==> src/rtl/riscv_pkg.sv <==
// Shared RISC-V constants for the pipeline control slice: base opcodes
// used by the hazard logic and the control FSM state encoding.
package riscv_pkg;

    localparam logic [6:0] LOAD   = 7'b0000011;
    localparam logic [6:0] OP_IMM = 7'b0010011;
    localparam logic [6:0] OP     = 7'b0110011;
    localparam logic [6:0] STORE  = 7'b0100011;
    localparam logic [6:0] BRANCH = 7'b1100011;
    localparam logic [6:0] JAL    = 7'b1101111;
    localparam logic [6:0] JALR   = 7'b1100111;
    localparam logic [6:0] LUI    = 7'b0110111;
    localparam logic [6:0] AUIPC  = 7'b0010111;
    localparam logic [6:0] SYSTEM = 7'b1110011;

    // Drain length after a SYSTEM instruction leaves ID
    localparam logic [1:0] DRAIN_LOAD = 2'd3;

    // Consecutive memory-wait cycles that count as a timeout
    localparam logic [7:0] WAIT_LIMIT = 8'd255;

    typedef enum logic [1:0] {
        RUN    = 2'd0,
        DRAIN  = 2'd1,
        HALTED = 2'd2
    } ctrl_state_t;

endpackage

==> src/rtl/rs_use_dec.sv <==
// Decodes which source register fields of the ID instruction are real
// operands, so hazard detection ignores immediate bits in rs1/rs2 slots.
module rs_use_dec
    import riscv_pkg::*;
(
    input  logic       valid,
    input  logic [6:0] opcode,
    output logic       use_rs1,
    output logic       use_rs2
);

    // Opcode lookup; bubbles never read registers
    always_comb begin
        use_rs1 = 1'b0;
        use_rs2 = 1'b0;
        if (valid) begin
            case (opcode)
                LOAD, OP_IMM, JALR: begin
                    use_rs1 = 1'b1;
                end
                OP, STORE, BRANCH: begin
                    use_rs1 = 1'b1;
                    use_rs2 = 1'b1;
                end
                JAL, LUI, AUIPC, SYSTEM: begin
                    use_rs1 = 1'b0;
                    use_rs2 = 1'b0;
                end
                default: begin
                    use_rs1 = 1'b0;
                    use_rs2 = 1'b0;
                end
            endcase
        end
    end

endmodule

==> src/rtl/pipeline_ctrl.sv <==
// Five-stage pipeline hazard/control unit: memory-wait freeze, branch
// redirect flush, load-use stall, SYSTEM drain-and-halt, a memory timeout
// watchdog and saturating stall/flush performance counters.
module pipeline_ctrl
    import riscv_pkg::*;
(
    input  logic        clk,
    input  logic        reset,
    input  logic [31:0] id_inst,
    input  logic        id_valid,
    input  logic        ex_memread,
    input  logic [4:0]  ex_rd,
    input  logic        ex_redirect,
    input  logic        mem_req,
    input  logic        mem_ready,
    output logic        pc_write,
    output logic        ifid_write,
    output logic        idex_write,
    output logic        exmem_write,
    output logic        ifid_flush,
    output logic        idex_flush,
    output logic        memwb_bubble,
    output logic        halted,
    output logic        mem_timeout,
    output logic [15:0] stall_cnt,
    output logic [15:0] flush_cnt
);

    ctrl_state_t state, state_nxt;
    logic [1:0]  drain_cnt, drain_cnt_nxt;
    logic [7:0]  wait_cnt;
    logic        use_rs1, use_rs2;
    logic        load_use, mem_stall, is_system;
    logic        stall_evt, flush_evt;
    logic        unused_inst_bits;

    // funct3/funct7/rd fields play no part in hazard decisions
    assign unused_inst_bits = ^{id_inst[31:25], id_inst[14:7]};

    rs_use_dec u_rs_use_dec (
        .valid   (id_valid),
        .opcode  (id_inst[6:0]),
        .use_rs1 (use_rs1),
        .use_rs2 (use_rs2)
    );

    assign mem_stall = mem_req & ~mem_ready;
    assign is_system = id_valid & (id_inst[6:0] == SYSTEM);
    assign load_use  = ex_memread & (ex_rd != 5'd0) &
                       ((use_rs1 & (id_inst[19:15] == ex_rd)) |
                        (use_rs2 & (id_inst[24:20] == ex_rd)));

    // Prioritised control decode and FSM next state: one action per cycle
    always_comb begin
        pc_write      = 1'b1;
        ifid_write    = 1'b1;
        idex_write    = 1'b1;
        exmem_write   = 1'b1;
        ifid_flush    = 1'b0;
        idex_flush    = 1'b0;
        memwb_bubble  = 1'b0;
        halted        = 1'b0;
        stall_evt     = 1'b0;
        flush_evt     = 1'b0;
        state_nxt     = state;
        drain_cnt_nxt = drain_cnt;
        case (state)
            RUN: begin
                if (mem_stall) begin
                    pc_write     = 1'b0;
                    ifid_write   = 1'b0;
                    idex_write   = 1'b0;
                    exmem_write  = 1'b0;
                    memwb_bubble = 1'b1;
                    stall_evt    = 1'b1;
                end else if (ex_redirect) begin
                    ifid_flush = 1'b1;
                    idex_flush = 1'b1;
                    flush_evt  = 1'b1;
                end else if (load_use) begin
                    pc_write   = 1'b0;
                    ifid_write = 1'b0;
                    idex_flush = 1'b1;
                    stall_evt  = 1'b1;
                end else if (is_system) begin
                    state_nxt     = DRAIN;
                    drain_cnt_nxt = DRAIN_LOAD;
                end
            end
            DRAIN: begin
                if (mem_stall) begin
                    pc_write     = 1'b0;
                    ifid_write   = 1'b0;
                    idex_write   = 1'b0;
                    exmem_write  = 1'b0;
                    memwb_bubble = 1'b1;
                    stall_evt    = 1'b1;
                end else begin
                    pc_write      = 1'b0;
                    ifid_flush    = 1'b1;
                    drain_cnt_nxt = drain_cnt - 2'd1;
                    if (drain_cnt <= 2'd1) begin
                        state_nxt = HALTED;
                    end
                end
            end
            HALTED: begin
                pc_write    = 1'b0;
                ifid_write  = 1'b0;
                idex_write  = 1'b0;
                exmem_write = 1'b0;
                halted      = 1'b1;
            end
            default: begin
                state_nxt = RUN;
            end
        endcase
    end

    // FSM state and drain countdown registers
    always_ff @(posedge clk) begin
        if (reset) begin
            state     <= RUN;
            drain_cnt <= 2'd0;
        end else begin
            state     <= state_nxt;
            drain_cnt <= drain_cnt_nxt;
        end
    end

    // Consecutive memory-wait counter with sticky timeout flag
    always_ff @(posedge clk) begin
        if (reset) begin
            wait_cnt    <= 8'd0;
            mem_timeout <= 1'b0;
        end else if (mem_stall) begin
            if (wait_cnt != WAIT_LIMIT) begin
                wait_cnt <= wait_cnt + 8'd1;
            end
            if (wait_cnt >= WAIT_LIMIT - 8'd1) begin
                mem_timeout <= 1'b1;
            end
        end else begin
            wait_cnt <= 8'd0;
        end
    end

    // Saturating performance counters for applied stalls and flushes
    always_ff @(posedge clk) begin
        if (reset) begin
            stall_cnt <= 16'd0;
            flush_cnt <= 16'd0;
        end else begin
            if (stall_evt && (stall_cnt != 16'hFFFF)) begin
                stall_cnt <= stall_cnt + 16'd1;
            end
            if (flush_evt && (flush_cnt != 16'hFFFF)) begin
                flush_cnt <= flush_cnt + 16'd1;
            end
        end
    end

endmodule

==> config.mk <==
export PLATFORM = sky130hd
export DESIGN_NAME = pipeline_ctrl
export DESIGN_NICKNAME = d
export VERILOG_FILES = /design/src/rtl/riscv_pkg.sv /design/src/rtl/rs_use_dec.sv /design/src/rtl/pipeline_ctrl.sv
export SDC_FILE = /design/constraint.sdc
export NUM_CORES = 1
export LEC_CHECK = 0
export CORE_MARGIN = 4
export CORE_UTILIZATION = 40
export DETAILED_ROUTE_END_ITERATION = 8
export GPL_ROUTABILITY_DRIVEN = 0
export PLACE_DENSITY = 0.79
export SYNTH_ARGS = -nofsm -noshare
export SYNTH_HDL_FRONTEND = slang
export SYNTH_SLANG_ARGS = --single-unit
==> constraint.sdc <==
create_clock -name clk -period 2.29 [get_ports clk]
set_clock_uncertainty 0.1 [all_clocks]
set_input_delay 0.229 -clock clk [delete_from_list [all_inputs] [get_ports clk]]
set_output_delay 0.229 -clock clk [all_outputs]
set_load 0.02 [all_outputs]
==> results of run 1 <==
-- cell type report --
cell class                 count  area [um2]
clock buffer                   5       68.82
clock inverter                 3       21.27
fill                         492        2081
inverter                       6       22.52
multi-input combinational    222        1470
sequential                    45       900.9
tap                           72       90.09
timing repair buffer         110       953.4
-- cell families after synthesis --
| family | after synthesis | synth area share [%] |
|---|---|---|
| buf+inv | 20 | 3.668 |
| fa+ha+maj | 5 | 2.658 |
| simple gates | 132 | 28.92 |
| mux | 1 | 0.4253 |
| xor+xnor | 30 | 11.16 |
| compound gates | 53 | 14.89 |
| flops | 45 | 38.28 |
-- power by group --
group	internal (mW)	switching [mW]	total [mW]
clock	0.217	0.292	0.509
combinational	0.113	0.100	0.213
sequential	0.789	0.00842	0.797
total	1.12	0.401	1.52
-- routing by layer --
layer,vias up,routed length (um),GRT usage [%],share of wire [%]
li1,1221,-,-,-
met1,1140,2662,21.06,43
met4,0,46,3.453,0.74
met2,59,3162,31.10,51
met3,5,306,3.925,5.0
met5,-,0,0,0
-- registers in the layout, summed over array words and instances (netlist names) --
signal,count
flush_cnt,16
wait_cnt,8
mem_timeout,1
state,2
stall_cnt,16
drain_cnt,2
-- synth_stat cells, types with 2 or more instances --
master / number
nor4_1: 4
nand3_1: 16
o21a_1: 2
a31o_2: 2
inv_1: 6
nand2b_1: 5
o21ai_0: 9
nor2_1: 41
a211oi_1: 4
o31ai_1: 6
a21o_1: 2
nand2_1: 19
xnor2_1: 9
nor3_1: 7
o31a_1: 2
nand4_1: 7
or4_1: 5
a21oi_1: 18
a31oi_1: 2
ha_1: 5
or3_1: 6
nor2b_1: 6
clkbuf_1: 11
and3_1: 7
xor2_1: 21
dfxtp_1: 45
and4_1: 4
-- per-stage QoR --
stage                     cells  cell area, um2  util [%]  power [mW]  worst slack, ns
final                       463            3527     62.90       1.519          0.02886
after global routing        463            3527     62.90       1.589         -0.02150
after CTS                   461            3463     61.76       1.525        0.0007734
after detailed placement    442            3288     58.63       1.020          -0.6644
after global placement      442            3288     58.63       1.016          -0.5783
after floorplan             286            2354         -      0.9004          0.03998
-- worst reg2reg max path: cells and delay by family (launching register included) --
family / cells / cell delay (ns)
DFF: 1 / 0.37
AOI/OAI and AO/OA: 2 / 0.28
and+or+nand+nor: 5 / 1.32
-- what timing repair did --
action	CTS	global route
gates cloned	1	0
setup endpoints to repair	18	19
resized for setup	64	23
pin swaps	16	15
setup buffers	10	2
-- worst max-delay path by stage --
stage	startpoint	to	slack, ns	cells after the start
after global routing	ex_rd[3]	stall_cnt[13]	-0.02	11
after CTS	ex_rd[2]	stall_cnt[9]	0.0008	9
final	id_inst[20]	stall_cnt[13]	0.03	9
after detailed placement	id_inst[5]	idex_flush	-0.66	8
after floorplan	stall_cnt[0]	stall_cnt[12]	0.04	10
after global placement	id_inst[5]	idex_flush	-0.58	8
==> key figures, run 1 <==
STA
  • Total negative slack for setup checks: 0 ns
  • FMAX: 0.4423 GHz
  • Total count of max-transition violations in the final report: 0
  • Final critical path time including I/O delays and setup: 2.261 ns
  • Hold Fails Final Rpt: 0
  • Worst hold slack after final layout: 0.2788 ns
  • Worst-margin pin slew: 0.4559 ns
  • Ratio of final minimum period to clock period: 98.74%
  • # setup viols final: 0
  • Relative slew slack: 69.51%

Layout
  • Commonest non-fill, non-tap cells in the layout: clkdlybuf4s50_1, dfxtp_1, nor2_1
  • NumNets Final: 439
  • Most common library cell in the layout ignoring fill and taps: clkdlybuf4s50_1
  • Share of final-layout standard cells stronger than drive strength 1: 20.97%
  • Area added between synthesis and finish: 49.87%
  • Antenna diode count: 0

CTS
  • Maximum clock path buffer count: 2
  • Clock tree from TritonCTS: done
  • Depth of the CTS H-tree: 2
  • Clock transition at path regs: 0.09 ns
  • Root buf cell: clkbuf_8
  • Hold Buf Count CTS: 0
  • Worst-Skew Late Latency: 0.30 ns
  • Number of CTS-inserted buffers: 5
  • Sink Count: 45

Floorplanning
  • Overall die height: 84.71 um
  • FP Rows: 27
  • Total core area: 5608 um2
  • Starting density of the core: 41.97%
  • Total Die Area: 7175 um2
  • Number of top-level design ports: 85
  • Width of the die: 84.71 um

Critical path
  • Register-to-Register Path Depth: 7
  • Worst Path Required: 2.42 ns
  • Endpoint type of the worst setup path: flop
  • Highest cell delay on the worst timing path: 0.56 ns
  • Most used cell along the critical path: buf_6
  • Category of cells accounting for the largest share of critical-path delay: simple AND/OR/NAND/NOR gates
  • Crit path kind: primary input to flop
  • Start of the worst register-to-register path: stall_cnt[7]
  • Slack of the worst reg-to-reg path: 0.15 ns
  • Bufs and invs on worst path: 3
  • Reg-to-reg endpoint: stall_cnt[13]
  • Arrival @ worst endpoint: 2.39 ns
  • Sort of element at the start of the critical path: primary input
  • Largest fanout of any net on the critical path: 7
  • Cell with the largest stage delay on the worst path: or4_4
  • Critical path cell sequence: clkdlybuf4s15_1 -> xor2_1 -> or4_4 -> buf_6 -> a211oi_4 -> buf_6 -> o21ai_4 -> or4_1 -> a21oi_1

Pwr
  • Worst ir drop on vdd: 0.0003221 V
  • Power per Cell Area: 430.8 nW/um2
  • Pleak: 1.323 nW

Synthesis
  • Cell type with the largest total area after synthesis: dfxtp_1
  • Net Count, Synth: 335
  • Sequential element share of the synthesized area: 38.28%
  • Yosys warning count: 0
  • Cells after synthesis: 286
  • Commonest register cell after synthesis: dfxtp_1
  • Top area cells in the synthesized netlist: dfxtp_1, xor2_1, nor2_1
  • Async set-reset flop share out of synthesis: 0%
  • Yosys reg bits: 45
  • Cell variety after synth: 42
  • Share of the synthesized area in the top cell type: 38.28%
  • Number of enable flip-flop cells after synthesis: 0
  • Avg Inst Size Synth: 8.229 um2
  • Post-Synthesis Cell Area: 2354 um2

Route
  • DRC errors left: 0
  • Final routed wire length divided by cell count: 13.34 um
  • Number of DRC markers in iteration 0: 38
  • Number of nets with antenna violations after routing: 0
  • WL final: 6178 um
  • Number of vias per cell after detailed routing: 5.238
  • Number of search-and-repair iterations in the first detailed-routing pass: 4
  • Total vias in the final route: 2425

Global routing
  • Residual overflow from global routing: 0
  • Aggregate global-route resource usage: 17.29%
  • Number of global-route vias before repair: 2309
  • Antenna violations before repair: 0
  • Largest net degree at the start of global routing: 22
  • First-pass GRT wire length: 10480 um

Place
  • Count of buffers inserted at the top-level ports: 69
  • Detailed placement HPWL: 4396 um

Run
  • Number of maximum-capacitance constraint violations: 0

Hold path
  • End point of the worst hold path: state[0]
  • Number of cells on the worst hold path: 5
  • Class of the worst hold path: primary input to flop
  • Hold Crit Start: id_inst[5]

Status
  • Outcome: completed
Note: power is estimated with default switching activity, not from simulation.
==> run 2: changes to the inputs <==
Settings changed: CORE_UTILIZATION 40 to 45, PLACE_DENSITY 0.79 to 0.84.
Clock period 2.29 ns to 2.2 ns, I/O delays scaled along.
==> run 2 against run 1 <==
Cell area fell by 0.74%. Cell count fell by 1.1%. Clock-buffer cell count rose by 1. Setup slack got worse by 0.020 ns. Critical path depth rose by 1. First-iteration DRC count rose by 76%. Critical path type is now primary input to output port. Largest power group unchanged. Highest routed layer unchanged.
==> key figures, run 2 (synthesized netlist as in run 1, its figures left out) <==
Status
  • Outcome: completed

STA
  • Hold Fails Final Rpt: 0
  • FMAX: 0.4563 GHz
  • Relative slew slack: 70.02%
  • # setup viols final: 0
  • Final critical path time including I/O delays and setup: 2.191 ns
  • Ratio of final minimum period to clock period: 99.61%
  • Unrepaired setup endpoints after global routing: true
  • Worst-margin pin slew: 0.4455 ns
  • Worst hold slack after final layout: 0.2457 ns
  • Total count of max-transition violations in the final report: 0

Global routing
  • Residual overflow from global routing: 0
  • Aggregate global-route resource usage: 20.09%
  • Antenna violations before repair: 0
  • First-pass GRT wire length: 10500 um
  • Largest net degree at the start of global routing: 22
  • Number of global-route vias before repair: 2509

Route
  • DRC errors left: 0
  • Number of search-and-repair iterations in the first detailed-routing pass: 4
  • Detailed-route wire length on metal 1: 2459 um
  • Total vias in the final route: 2469
  • Number of nets with antenna violations after routing: 0
  • Number of vias per cell after detailed routing: 5.391
  • Number of DRC markers in iteration 0: 67
  • Routed met2 length: 3415 um
  • Top routing layer used: met4
  • Met3 wire len: 405 um
  • WL final: 6332 um
  • Final routed wire length divided by cell count: 13.83 um

Layout
  • NumNets Final: 437
  • Share of final-layout standard cells stronger than drive strength 1: 22.16%
  • Number of filler cells placed in the layout: 427
  • Final standard cell count with taps included and fillers excluded: 458
  • Sequential cell area in the final layout: 902.1 um2
  • Largest registers in the final layout: flush_cnt (16), stall_cnt (16), wait_cnt (8)
  • Area of the multi-input gates: 1451 um2
  • Final Cell Area: 3501 um2
  • Area added between synthesis and finish: 48.75%
  • Final core area utilization: 68.98%
  • Commonest non-fill, non-tap cells in the layout: dfxtp_1, clkdlybuf4s50_1, nor2_1
  • Antenna diode count: 0

Floorplanning
  • Number of top-level design ports: 85
  • Starting density of the core: 46.38%
  • FP Rows: 26
  • Overall die height: 80.32 um
  • Total Die Area: 6451 um2
  • Total core area: 5075 um2
  • Width of the die: 80.32 um

Pwr
  • Power per Cell Area: 447.6 nW/um2
  • Worst ir drop on vdd: 0.0003185 V
  • Total power: 1.567 mW
  • Pleak: 1.325 nW

Critical path
  • Start of the worst register-to-register path: stall_cnt[9]
  • Arrival @ worst endpoint: 1.87 ns
  • Crit path kind: primary input to output port
  • Reg-to-reg endpoint: stall_cnt[13]
  • Startpoint of the most critical setup path: ex_rd[3]
  • Worst Path Required: 1.88 ns
  • Sort of element at the start of the critical path: primary input
  • Largest fanout of any net on the critical path: 3
  • End of the critical path: idex_flush
  • Register-to-Register Path Depth: 7
  • Slack of the worst reg-to-reg path: 0.11 ns
  • Endpoint type of the worst setup path: output port

Place
  • Detailed placement HPWL: 4584 um
  • Total instance count after detailed placement: 446
  • Count of buffers inserted at the top-level ports: 69
  • Area post-placement: 3332 um2

CTS
  • Depth of the CTS H-tree: 2
  • Clock tree from TritonCTS: done
  • Root buf cell: clkbuf_8
  • Clock transition at path regs: 0.08 ns
  • Maximum clock path buffer count: 2
  • Sink Count: 45
  • Number of CTS-inserted buffers: 5
  • Worst-Skew Late Latency: 0.29 ns

Hold path
  • Class of the worst hold path: primary input to flop

Run
  • Number of maximum-capacitance constraint violations: 0
[run 2: cell types whose count changed in the layout (fill, tap and decap cells not counted), sizes merged]
cell	delta
buf	+1
clkbuf	+4
clkdlybuf4s15	-3
clkdlybuf4s50	-2
clkinv	-1
dlygate4sd2	-1
dlymetal6s2s	+1
inv	-1
o21ai	-1
[run 2: per-stage QoR]
stage	setup WS, ns	setup TNS (ns)
2_1_floorplan	0.001081	0
3_3_place_gp	-0.6467	-9.831
3_5_place_dp	-0.7394	-11.18
4_1_cts	-0.02771	-0.02771
5_1_grt	-0.09695	-0.2645
6_report	0.008609	0
[run 2: worst min path at each step]
stage / from / endpoint / slack [ns] / cells after the start
after CTS: id_inst[2] / state[0] / 0.21 / 6
final: id_inst[2] / state[0] / 0.25 / 6
after global placement: stall_cnt[11] / stall_cnt[11] / 0.37 / 2
after detailed placement: drain_cnt[0] / drain_cnt[0] / 0.38 / 1
after global routing: id_inst[2] / state[0] / 0.28 / 6
after floorplan: ex_redirect / state[0] / 0.32 / 3
[run 2: report_power, final]
part	leakage (nW)	total (mW)	internal, mW	switching (mW)
registers	0.363	0.829	0.821	0.00812
clock network	0.0433	0.520	0.248	0.272
logic	0.919	0.218	0.116	0.102
[run 2: worst max-delay path: stages]
cell and delay [ns]:
buf_8 0.10, buf_6 0.11, xor2_2 0.14, nor4_2 0.29, nand3_1 0.20, buf_6 0.17
a21oi_4 0.18, nor2_2 0.07, nor4_2 0.22, buf_4 0.19
[run 2: cell type report]
class	instances	share of cell area (%)
multi-input combinational	221	41.46
timing repair buffer	109	27.06
sequential	45	25.77
tap	70	2.502
clock buffer	6	2.359
inverter	6	0.6433
clock inverter	1	0.2144
[run 2: per-layer routing]
layer  GRT usage (%)  vias up
li1                -     1218
met1           20.58     1178
met2           38.91       67
met3           6.278        6
met4           5.068        0
met5               0        -
[run 2: repair_timing]
| item | in CTS | in global routing |
|---|---|---|
| endpoints found under the setup margin | 18 | 21 |
| pin swaps | 15 | 20 |
| endpoints found under the hold margin | 0 | 0 |
| hold buffers | 0 | 0 |
| gates resized for setup | 65 | 42 |
| buffers inserted | 5 | 0 |
==> run 3: changes to the inputs <==
Settings changed: CORE_UTILIZATION 45 to 46, SYNTH_HIERARCHICAL set to 1.
Clock period 2.2 ns to 2.5 ns, I/O delays scaled along.
==> run 3 against run 2 <==
Sequential share of layout area rose by 0.62 points. Utilization shrank 3.0 points. Largest cell class unchanged. Routed wire length is 6.5% lower.
==> key figures, run 3 <==
Route
  • Final routed wire length divided by cell count: 13.12 um
  • Number of search-and-repair iterations in the first detailed-routing pass: 4
  • DRC errors left: 0
  • Number of DRC markers in iteration 0: 109
  • Total vias in the final route: 2475
  • WL final: 5919 um
  • Number of nets with antenna violations after routing: 0
  • Number of vias per cell after detailed routing: 5.488

CTS
  • Sink Count: 45
  • Clock tree from TritonCTS: done
  • Number of CTS-inserted buffers: 5
  • Clock transition at path regs: 0.08 ns
  • Hold Buf Count CTS: 0
  • Root buf cell: clkbuf_8
  • Worst-Skew Late Latency: 0.30 ns
  • Maximum clock path buffer count: 2
  • Post-CTS Setup Inserts: 0
  • Depth of the CTS H-tree: 2

Synthesis
  • Commonest register cell after synthesis: dfxtp_1
  • Yosys reg bits: 45
  • Most common cell in the synthesized netlist: dfxtp_1
  • Cell type with the largest total area after synthesis: dfxtp_1
  • Cells after synthesis: 301
  • Ranking of synthesized cells by instance count: dfxtp_1, nor2_1, a21oi_1, nand2_1, or3_1
  • Top area cells in the synthesized netlist: dfxtp_1, xnor2_1, a21oi_1
  • Async set-reset flop share out of synthesis: 0%
  • Share of the synthesized area in the top cell type: 36.02%
  • Yosys warning count: 6
  • Avg Inst Size Synth: 8.309 um2
  • Number of enable flip-flop cells after synthesis: 0
  • Net Count, Synth: 350
  • Sequential element share of the synthesized area: 36.02%
  • Cell variety after synth: 52
  • Post-Synthesis Cell Area: 2501 um2

Place
  • Count of buffers inserted at the top-level ports: 69
  • Detailed placement HPWL: 4664 um

Critical path
  • Reg-to-reg endpoint: stall_cnt[15]
  • Critical path cell sequence: clkdlybuf4s50_1 -> or4_4 -> o21ai_4 -> inv_2 -> and2_4 -> a21boi_0 -> dlygate4sd1_1
  • Category of cells accounting for the largest share of critical-path delay: buffers and inverters
  • Largest fanout of any net on the critical path: 3
  • Cell with the largest stage delay on the worst path: or4_4
  • Register-to-Register Path Depth: 5
  • Arrival @ worst endpoint: 2.10 ns
  • Endpoint type of the worst setup path: output port
  • Sort of element at the start of the critical path: primary input
  • Worst Path Required: 2.15 ns
  • Crit path kind: primary input to output port
  • Start of the worst register-to-register path: state[0]
  • Highest cell delay on the worst timing path: 0.55 ns
  • Bufs and invs on worst path: 3
  • Slack of the worst reg-to-reg path: 0.38 ns

Pwr
  • Share of total power in the clock network: 32.1%
  • Sequential share of power: 53.8%
  • Net switching power: 0.3375 mW
  • Power per Cell Area: 397.4 nW/um2
  • Pleak: 1.124 nW
  • Switching share of power: 24.88%
  • Worst ir drop on vdd: 0.0002081 V
  • Total power: 1.357 mW
  • Relative contribution of combinational cells to total power: 14.1%
  • Pint: 1.019 mW

Layout
  • Most common library cell in the layout ignoring fill and taps: clkdlybuf4s50_1
  • Number of filler cells placed in the layout: 437
  • Sequential cell area in the final layout: 900.9 um2
  • Largest registers in the final layout: flush_cnt (16), stall_cnt (16), wait_cnt (8)
  • Area of the multi-input gates: 1509 um2
  • Commonest non-fill, non-tap cells in the layout: clkdlybuf4s50_1, dfxtp_1, nor2_1
  • Share of final-layout standard cells stronger than drive strength 1: 10.50%
  • Area added between synthesis and finish: 36.47%
  • Final core area utilization: 65.99%
  • NumNets Final: 429
  • Antenna diode count: 0

Floorplanning
  • Total core area: 5172 um2
  • Starting density of the core: 48.36%
  • Overall die height: 81.74 um
  • Total Die Area: 6681 um2
  • Width of the die: 81.74 um
  • Number of top-level design ports: 85
  • FP Rows: 26

Hold path
  • End point of the worst hold path: mem_timeout
  • Class of the worst hold path: flop to flop
  • Number of cells on the worst hold path: 2
  • Hold Crit Start: mem_timeout

STA
  • Total count of max-transition violations in the final report: 0
  • Ratio of final minimum period to clock period: 97.91%
  • # setup viols final: 0
  • FMAX: 0.4086 GHz
  • Relative slew slack: 61.43%
  • Final critical path time including I/O delays and setup: 2.448 ns
  • Worst-margin pin slew: 0.5760 ns
  • Unrepaired setup endpoints after global routing: false
  • Hold Fails Final Rpt: 0

Run
  • Number of maximum-capacitance constraint violations: 0

Global routing
  • Aggregate global-route resource usage: 19.37%
  • Largest net degree at the start of global routing: 36
  • Antenna violations before repair: 0
  • Residual overflow from global routing: 0
  • First-pass GRT wire length: 10330 um
  • Number of global-route vias before repair: 2447

Status
  • Outcome: completed
## run 3: changes by cell type after synthesis, moves of 3 or more
cell	before	now
a21oi_1	18	25
and2_1	0	3
clkbuf_1	11	8
nand4_1	7	11
nor2_1	41	27
nor3_1	7	13
o21ai_1	0	9
o21ba_2	0	3
o31ai_1	6	2
or3_1	6	18
xnor2_1	9	16
xor2_1	21	6
## run 3: logic make-up after synthesis
family	count (synthesis)	synth area share (%)
fa+ha+maj	5	2.501
mux	3	1.251
simple gates	138	30.67
compound gates	66	17.61
xor+xnor	22	7.704
buf+inv	22	4.252
flops	45	36.02
## run 3: cell type report
type                       count  share of cell area, %
clock buffer                   6                  2.126
multi-input combinational    234                  44.21
tap                           70                  2.566
clock inverter                 2                 0.2933
timing repair buffer          85                  23.42
inverter                       9                 0.9897
sequential                    45                  26.39
## run 3: repair_timing
action                                  CTS  global route
pin swaps                                 0             0
resized for setup                         6             6
endpoints found under the hold margin     0             0
endpoints found under the setup margin    3             3
## run 3: worst min-delay path, stage by stage (launching register included)
cell,delay (ns)
dfxtp_1,0.31
inv_1,0.05
a21oi_1,0.05
## run 3: metal layers
layer	vias up	part of all wire (%)	global-route usage, %
met5	-	0	0
met4	0	1.7	8.638
met3	10	6.8	5.044
met2	72	50	33.76
met1	1142	42	22.09
li1	1251	-	-
## run 3: through the flow
stage | setup slack, ns | area, um2 | TNS, ns | instances | hold WS, ns
after floorplan | 0.3848 | 2501 | 0 | 301 | 0.3526
after global placement | -0.2949 | 3327 | -1.132 | 443 | 0.3415
after detailed placement | -0.3408 | 3327 | -1.692 | 443 | 0.3488
after CTS | 0.01404 | 3411 | 0 | 451 | 0.3595
after global routing | 0.007209 | 3413 | 0 | 451 | 0.4070
final | 0.05232 | 3413 | 0 | 451 | 0.3537
## run 3: power groups by stage
stage | registers [mW] | logic [mW] | clock network [mW]
final | 0.730 | 0.191 | 0.435
after CTS | 0.731 | 0.191 | 0.444
after floorplan | 0.752 | 0.0819 | 0
after global routing | 0.732 | 0.207 | 0.476
after detailed placement | 0.748 | 0.192 | 0
after global placement | 0.747 | 0.188 | 0
## run 3: worst max-delay path by stage
| stage | from | endpoint | slack [ns] | cells after the start |
|---|---|---|---|---|
| final | ex_rd[1] | ifid_write | 0.05 | 7 |
| after floorplan | state[0] | ifid_write | 0.38 | 4 |
| after detailed placement | ex_rd[1] | pc_write | -0.34 | 8 |
| after CTS | id_inst[1] | pc_write | 0.01 | 9 |
| after global routing | ex_rd[1] | ifid_write | 0.007 | 7 |
| after global placement | ex_rd[1] | pc_write | -0.29 | 8 |
